[src/rtl/i2s_pkg.sv]
// i2s_pkg: shared I2S mode constants and counter sizing helper
package i2s_pkg;
  localparam int I2S_MODE_I2S = 0;
  localparam int I2S_MODE_LJ = 1;
  function automatic int cnt_w(input int n);
    return n > 1 ? $clog2(n) : 1;
  endfunction
endpackage

[src/rtl/i2s_bclk_gen.sv]
// i2s_bclk_gen: divides clk into BCLK and flags the cycle BCLK falls
module i2s_bclk_gen
  import i2s_pkg::*;
#(
  parameter int CLK_DIV = 4
) (
  input  logic clk,
  input  logic rst,
  output logic bclk,
  output logic fall_evt
);
  localparam int DW = cnt_w(CLK_DIV);
  logic [DW-1:0] div_cnt;
  logic wrap;
  assign wrap = div_cnt == DW'(CLK_DIV - 1);
  assign fall_evt = wrap && bclk;
  always_ff @(posedge clk) begin
    if (rst) begin
      div_cnt <= '0;
      bclk <= 1'b0;
    end else begin
      div_cnt <= wrap ? '0 : div_cnt + 1'b1;
      bclk <= bclk ^ wrap;
    end
  end
endmodule

[src/rtl/i2s_tx.sv]
// i2s_tx: stereo I2S / left-justified serializer with a one-pair holding buffer
module i2s_tx
  import i2s_pkg::*;
#(
  parameter int SAMPLE_WIDTH = 18,
  parameter int SLOT_WIDTH = 32,
  parameter int CLK_DIV = 4,
  parameter int MODE = 0
) (
  input  logic                    clk,
  input  logic                    rst,
  input  logic                    s_valid,
  output logic                    s_ready,
  input  logic [SAMPLE_WIDTH-1:0] s_left,
  input  logic [SAMPLE_WIDTH-1:0] s_right,
  output logic                    BCLK,
  output logic                    LRCLK,
  output logic                    SD,
  output logic                    underrun
);
  localparam int BW = cnt_w(2 * SLOT_WIDTH);
  localparam int PW = cnt_w(SLOT_WIDTH);
  localparam logic [BW-1:0] LAST = BW'(2 * SLOT_WIDTH - 1);
  localparam logic [BW-1:0] HALF = BW'(SLOT_WIDTH);
  if (CLK_DIV < 1) begin : g_bad_div
    $error("i2s_tx: CLK_DIV must be at least 1");
  end
  if (MODE != I2S_MODE_I2S && MODE != I2S_MODE_LJ) begin : g_bad_mode
    $error("i2s_tx: MODE must be 0 or 1");
  end
  if ((MODE == I2S_MODE_I2S && SAMPLE_WIDTH >= SLOT_WIDTH) ||
      (MODE == I2S_MODE_LJ && SAMPLE_WIDTH > SLOT_WIDTH)) begin : g_bad_width
    $error("i2s_tx: SAMPLE_WIDTH does not fit in SLOT_WIDTH");
  end
  logic fall_evt, load, hs, buf_full;
  logic [SAMPLE_WIDTH-1:0] buf_l, buf_r, sh_l, sh_r, ld_l, ld_r, smp, shifted;
  logic [BW-1:0] bit_cnt, nb;
  logic [PW-1:0] p;
  i2s_bclk_gen #(.CLK_DIV(CLK_DIV)) u_bclk (
    .clk(clk),
    .rst(rst),
    .bclk(BCLK),
    .fall_evt(fall_evt)
  );
  assign s_ready = !buf_full;
  assign hs = s_valid && s_ready && !rst;
  assign load = fall_evt && bit_cnt == LAST;
  // SD is computed from the post-load sample so the first slot bit is ready on the load edge
  always_comb begin
    nb = load ? '0 : bit_cnt + 1'b1;
    p = PW'(nb >= HALF ? nb - HALF : nb);
    ld_l = load ? (buf_full ? buf_l : '0) : sh_l;
    ld_r = load ? (buf_full ? buf_r : '0) : sh_r;
    smp = nb >= HALF ? ld_r : ld_l;
    shifted = MODE == I2S_MODE_LJ ? smp << p : (p == '0 ? '0 : smp << (p - 1'b1));
  end
  always_ff @(posedge clk) begin
    if (rst) begin
      bit_cnt <= LAST;
      LRCLK <= 1'b1;
      SD <= 1'b0;
      underrun <= 1'b0;
      buf_full <= 1'b0;
      buf_l <= '0;
      buf_r <= '0;
      sh_l <= '0;
      sh_r <= '0;
    end else begin
      underrun <= load && !buf_full;
      buf_full <= hs || (buf_full && !load);
      if (hs) begin
        buf_l <= s_left;
        buf_r <= s_right;
      end
      if (fall_evt) begin
        bit_cnt <= nb;
        LRCLK <= nb >= HALF;
        SD <= shifted[SAMPLE_WIDTH-1];
        sh_l <= ld_l;
        sh_r <= ld_r;
      end
    end
  end
endmodule

[config.mk]
export PLATFORM = sky130hd
export DESIGN_NAME = i2s_tx
export DESIGN_NICKNAME = d
export VERILOG_FILES = /design/src/rtl/i2s_pkg.sv /design/src/rtl/i2s_bclk_gen.sv /design/src/rtl/i2s_tx.sv
export SDC_FILE = /design/constraint.sdc
export NUM_CORES = 1
export LEC_CHECK = 0
export ABC_AREA = 1
export BUFFER_PORTS_ARGS = -buffer_cell sky130_fd_sc_hd__buf_2
export CAP_MARGIN = 20
export CORE_ASPECT_RATIO = 1.4
export CORE_UTILIZATION = 58
export DETAILED_ROUTE_END_ITERATION = 12
export PLACE_DENSITY = 0.79
export SYNTH_ARGS = -nofsm -noshare
export SYNTH_HDL_FRONTEND = slang
export SYNTH_HIERARCHICAL = 1
export SYNTH_SLANG_ARGS = --single-unit
[constraint.sdc]
create_clock -name clk -period 3 [get_ports clk]
set_clock_uncertainty 0.15 [all_clocks]
set_input_delay 0.75 -clock clk [delete_from_list [all_inputs] [get_ports clk]]
set_output_delay 0.75 -clock clk [all_outputs]
set_load 0.01 [all_outputs]
==> reports/qor.csv <==
stage,metric,value,unit
yosys,mux contribution to synthesized area,0,
sta,Final WS setup,0.322,ns
power,Flop pwr share,0.522,
place,IO Port Bufs,43,
floorplan,Die W,70.5,µm
yosys,main combinational cell family by area after synthesis,simple AND/OR/NAND/NOR gates,
clock_network,post-CTS sizing,0,
critical_path,crit-path max FO,15,
detailed_routing,DR iter-0 viols,161,
critical_path,startpoint types,register,
floorplan,Die H,97.9,µm
clock_network,CTS Sinks,85,
yosys,Netlist cell types,28,
yosys,Syn Nets,605,
yosys,Synth Area in Adders,0.00984,
grt,first-pass GRT wire length,15100,µm
sta,min Tclk post-route,2.68,ns
power,Internal,1.74,mW
sta,Final TNS setup,0,ns
yosys,average size of a mapped cell,6.77,µm²
power,switching share of power,0.242,
yosys,Synth Cell Area,3810,µm²
critical_path,Worst Path Arrival,2.82,ns
detailed_routing,Routed WL,8530,µm
outcome,status,"finished, final reports clean",
sta,Worst-Margin Slew,0.468,ns
power,Combinational Power Share,0.091,
detailed_routing,Vias,3494,
yosys,post-synthesis xor/xnor area fraction,0,
sta,slew margin rel.,0.688,
sta,RSZ-0062 raised after global routing,false,
yosys,Yosys reg bits,85,
critical_path,WP data required,3.14,ns
sta,final setup fails,0,
detailed_routing,post-DR vias/cell,5.21,
final_layout,number of fill cells,583,
place,DP Worst Slack,0.239,ns
grt,vias in the first global route,3325,
floorplan,die footprint,6910,µm²
final_layout,Area Overhead vs Synth,11.6,%
power,Clock power frac,0.388,
clock_network,clock insertion delay at the later pin of the skew report,0.36,ns
detailed_routing,DRT Pass-1 Iters,4,
sta,"Slew Viols, Final",0,
clock_network,"Reg clk slew, reported paths",0.07,ns
power,Leak,2.07,nW
clock_network,Post-CTS Hold Buffers,0,
power,Overall Power,2.30,mW
detailed_routing,Post-DRT Antenna Nets,0,
yosys,sequential area share after synthesis,0.446,
place,post-DP HPWL,6070,µm
detailed_routing,routed wire length per instance,12.7,µm
detailed_routing,final routed DRC violation total,0,
yosys,"EDFF count, synth",0,
clock_network,Num CTS Buffers,9,
clock_network,CTS tree,done,
critical_path,Setup CP Type,register to register,
critical_path,Crit. End Element,register,
yosys,Synth Area in Compound Gates,0.0682,
sta,Final Hold Viols,0,
floorplan,Ports,44,
clock_network,root buffer cell,clkbuf_8,
yosys,simple-gate share of the synthesized area,0.381,
place,placed insts,655,
final_layout,antenna cells,0,
floorplan,Initial Util,0.606,
final_layout,Final nets,636,
power,Psw,557,µW
clock_network,Post-CTS Setup Inserts,0,
final_layout,Post-Layout Cell Count,671,
floorplan,Rows,34,
yosys,Syn. warnings,6,
grt,All-Layer GR Usage,0.276,
grt,largest net degree at the start of global routing,46,
place,routability cong.,0.901,
job,Max-Cap Viols,0,
power,P per Cell Area,541,nW/µm²
yosys,Post-Syn Instances,563,
grt,initial antenna violation count,0,
hold_path,Hold WC Path Type,register to register,
floorplan,Core ar.,6300,µm²
power,VDD IR max,0.337,mV
yosys,fraction of registers with async set/reset,0,
final_layout,layout cells sized above 1,0.134,
sta,worst hold margin,0.279,ns
yosys,Most used DFF post-synth,dfxtp_1,
clock_network,clk buf depth,2,
sta,period utilization,0.893,
sta,Fmax,0.373,GHz
critical_path,"setup slack, reg-to-reg",0.32,ns
grt,total gr overflow,0,
clock_network,CTS H-Tree Depth,3,
-- stage by stage --
stage / instance area [µm²] / util
after floorplan: 3810 / -
after global placement: 4030 / 0.641
after detailed placement: 4030 / 0.641
after CTS: 4250 / 0.675
after global routing: 4260 / 0.676
final: 4260 / 0.676
-- critical path, cell delays in order, from the launching register on --
cell and delay, ns:
dfxtp_1 0.32, ha_1 0.21, ha_1 0.25, nand2_1 0.19
inv_2 0.11, nand2_4 0.19, nand2_1 0.14, buf_4 0.20
inv_1 0.20, nand3_1 0.11, nand3_1 0.09, nand3_1 0.07
nand3_1 0.09, nand3_1 0.07, nand2_1 0.06, nand2_1 0.06
a21oi_2 0.10
-- flip-flops by register name, summed over array words and instances (netlist names) --
name and count:
buf_l 18, buf_r 18, sh_l 18, sh_r 18, bit_cnt 6, u_bclk/div_cnt 2
LRCLK 1, SD 1, buf_full 1, u_bclk/bclk 1, underrun 1
-- power groups by stage --
| stage | logic (mW) | registers (mW) | clock network (mW) |
|---|---|---|---|
| 2_1_floorplan | 0.146 | 1.22 | 0 |
| 6_report | 0.209 | 1.20 | 0.892 |
| 3_3_place_gp | 0.206 | 1.22 | 0 |
| 5_1_grt | 0.242 | 1.21 | 0.951 |
| 3_5_place_dp | 0.209 | 1.23 | 0 |
| 4_1_cts | 0.210 | 1.20 | 0.904 |
-- layer usage --
layer / share of wire / vias up / GRT usage / wire [µm]
met4: 0.038 / 0 / 0.162 / 328
met3: 0.040 / 22 / 0.0495 / 337
li1: - / 1822 / - / -
met5: 0 / - / 0 / 0
met2: 0.47 / 84 / 0.441 / 4030
met1: 0.45 / 1566 / 0.349 / 3830
-- worst paths after layout --
kind | start | to | cells after the start
worst max-delay path | u_bclk/div_cnt[0] | SD | 16
worst min-delay path | u_bclk/div_cnt[0] | u_bclk/div_cnt[0] | 1
worst max register to register | u_bclk/div_cnt[0] | SD | 16
worst min register to register | u_bclk/div_cnt[0] | u_bclk/div_cnt[0] | 1
-- placed cells by master, fill, tap and decap left out, types with 2 or more instances in the layout --
| cell type | n |
|---|---|
| o21ai_0 | 27 |
| ha_1 | 3 |
| nand2_1 | 209 |
| a21oi_1 | 8 |
| nor3_1 | 2 |
| o21ai_2 | 2 |
| nand3_1 | 73 |
| dfxtp_1 | 85 |
| bufinv_16 | 2 |
| buf_4 | 8 |
| o211ai_1 | 2 |
| inv_2 | 2 |
| buf_2 | 43 |
| o21ai_1 | 4 |
| nor2_1 | 49 |
| nand2_4 | 3 |
| inv_1 | 50 |
| nor2_4 | 4 |
| clkbuf_1 | 3 |
| clkbuf_8 | 10 |
-- cells in the mapped netlist (2+ instances only) --
master | instances | area share
buf_4 | 2 | 0.0039
nor2_1 | 49 | 0.048
inv_1 | 50 | 0.049
a21oi_1 | 8 | 0.010
nand2_1 | 209 | 0.21
o211ai_1 | 2 | 0.0039
buf_2 | 5 | 0.0066
nand2_4 | 2 | 0.0059
clkbuf_1 | 20 | 0.020
nand3_1 | 73 | 0.096
ha_1 | 3 | 0.0098
nor3_1 | 2 | 0.0026
nand2_2 | 2 | 0.0033
inv_2 | 2 | 0.0020
o21ai_2 | 2 | 0.0046
buf_6 | 4 | 0.012
o21ai_1 | 4 | 0.0052
nor2_4 | 4 | 0.012
dfxtp_1 | 85 | 0.45
o21ai_0 | 27 | 0.035
-- logic make-up after synthesis --
logic type,after synthesis
fa+ha+maj,3
buf+inv,84
simple gates,344
compound gates,47
flops,85
-- area by class of cell --
type / count / area (µm²) / share of cell area
Clock buffer: 13 / 149 / 0.0350
Clock inverter: 3 / 68.8 / 0.0162
Inverter: 52 / 195 / 0.0459
Multi-Input combinational cell: 394 / 1760 / 0.413
Sequential cell: 85 / 1700 / 0.400
Tap cell: 72 / 90.1 / 0.0212
Timing Repair Buffer: 52 / 295 / 0.0694
(Power assumes the default switching activity.)
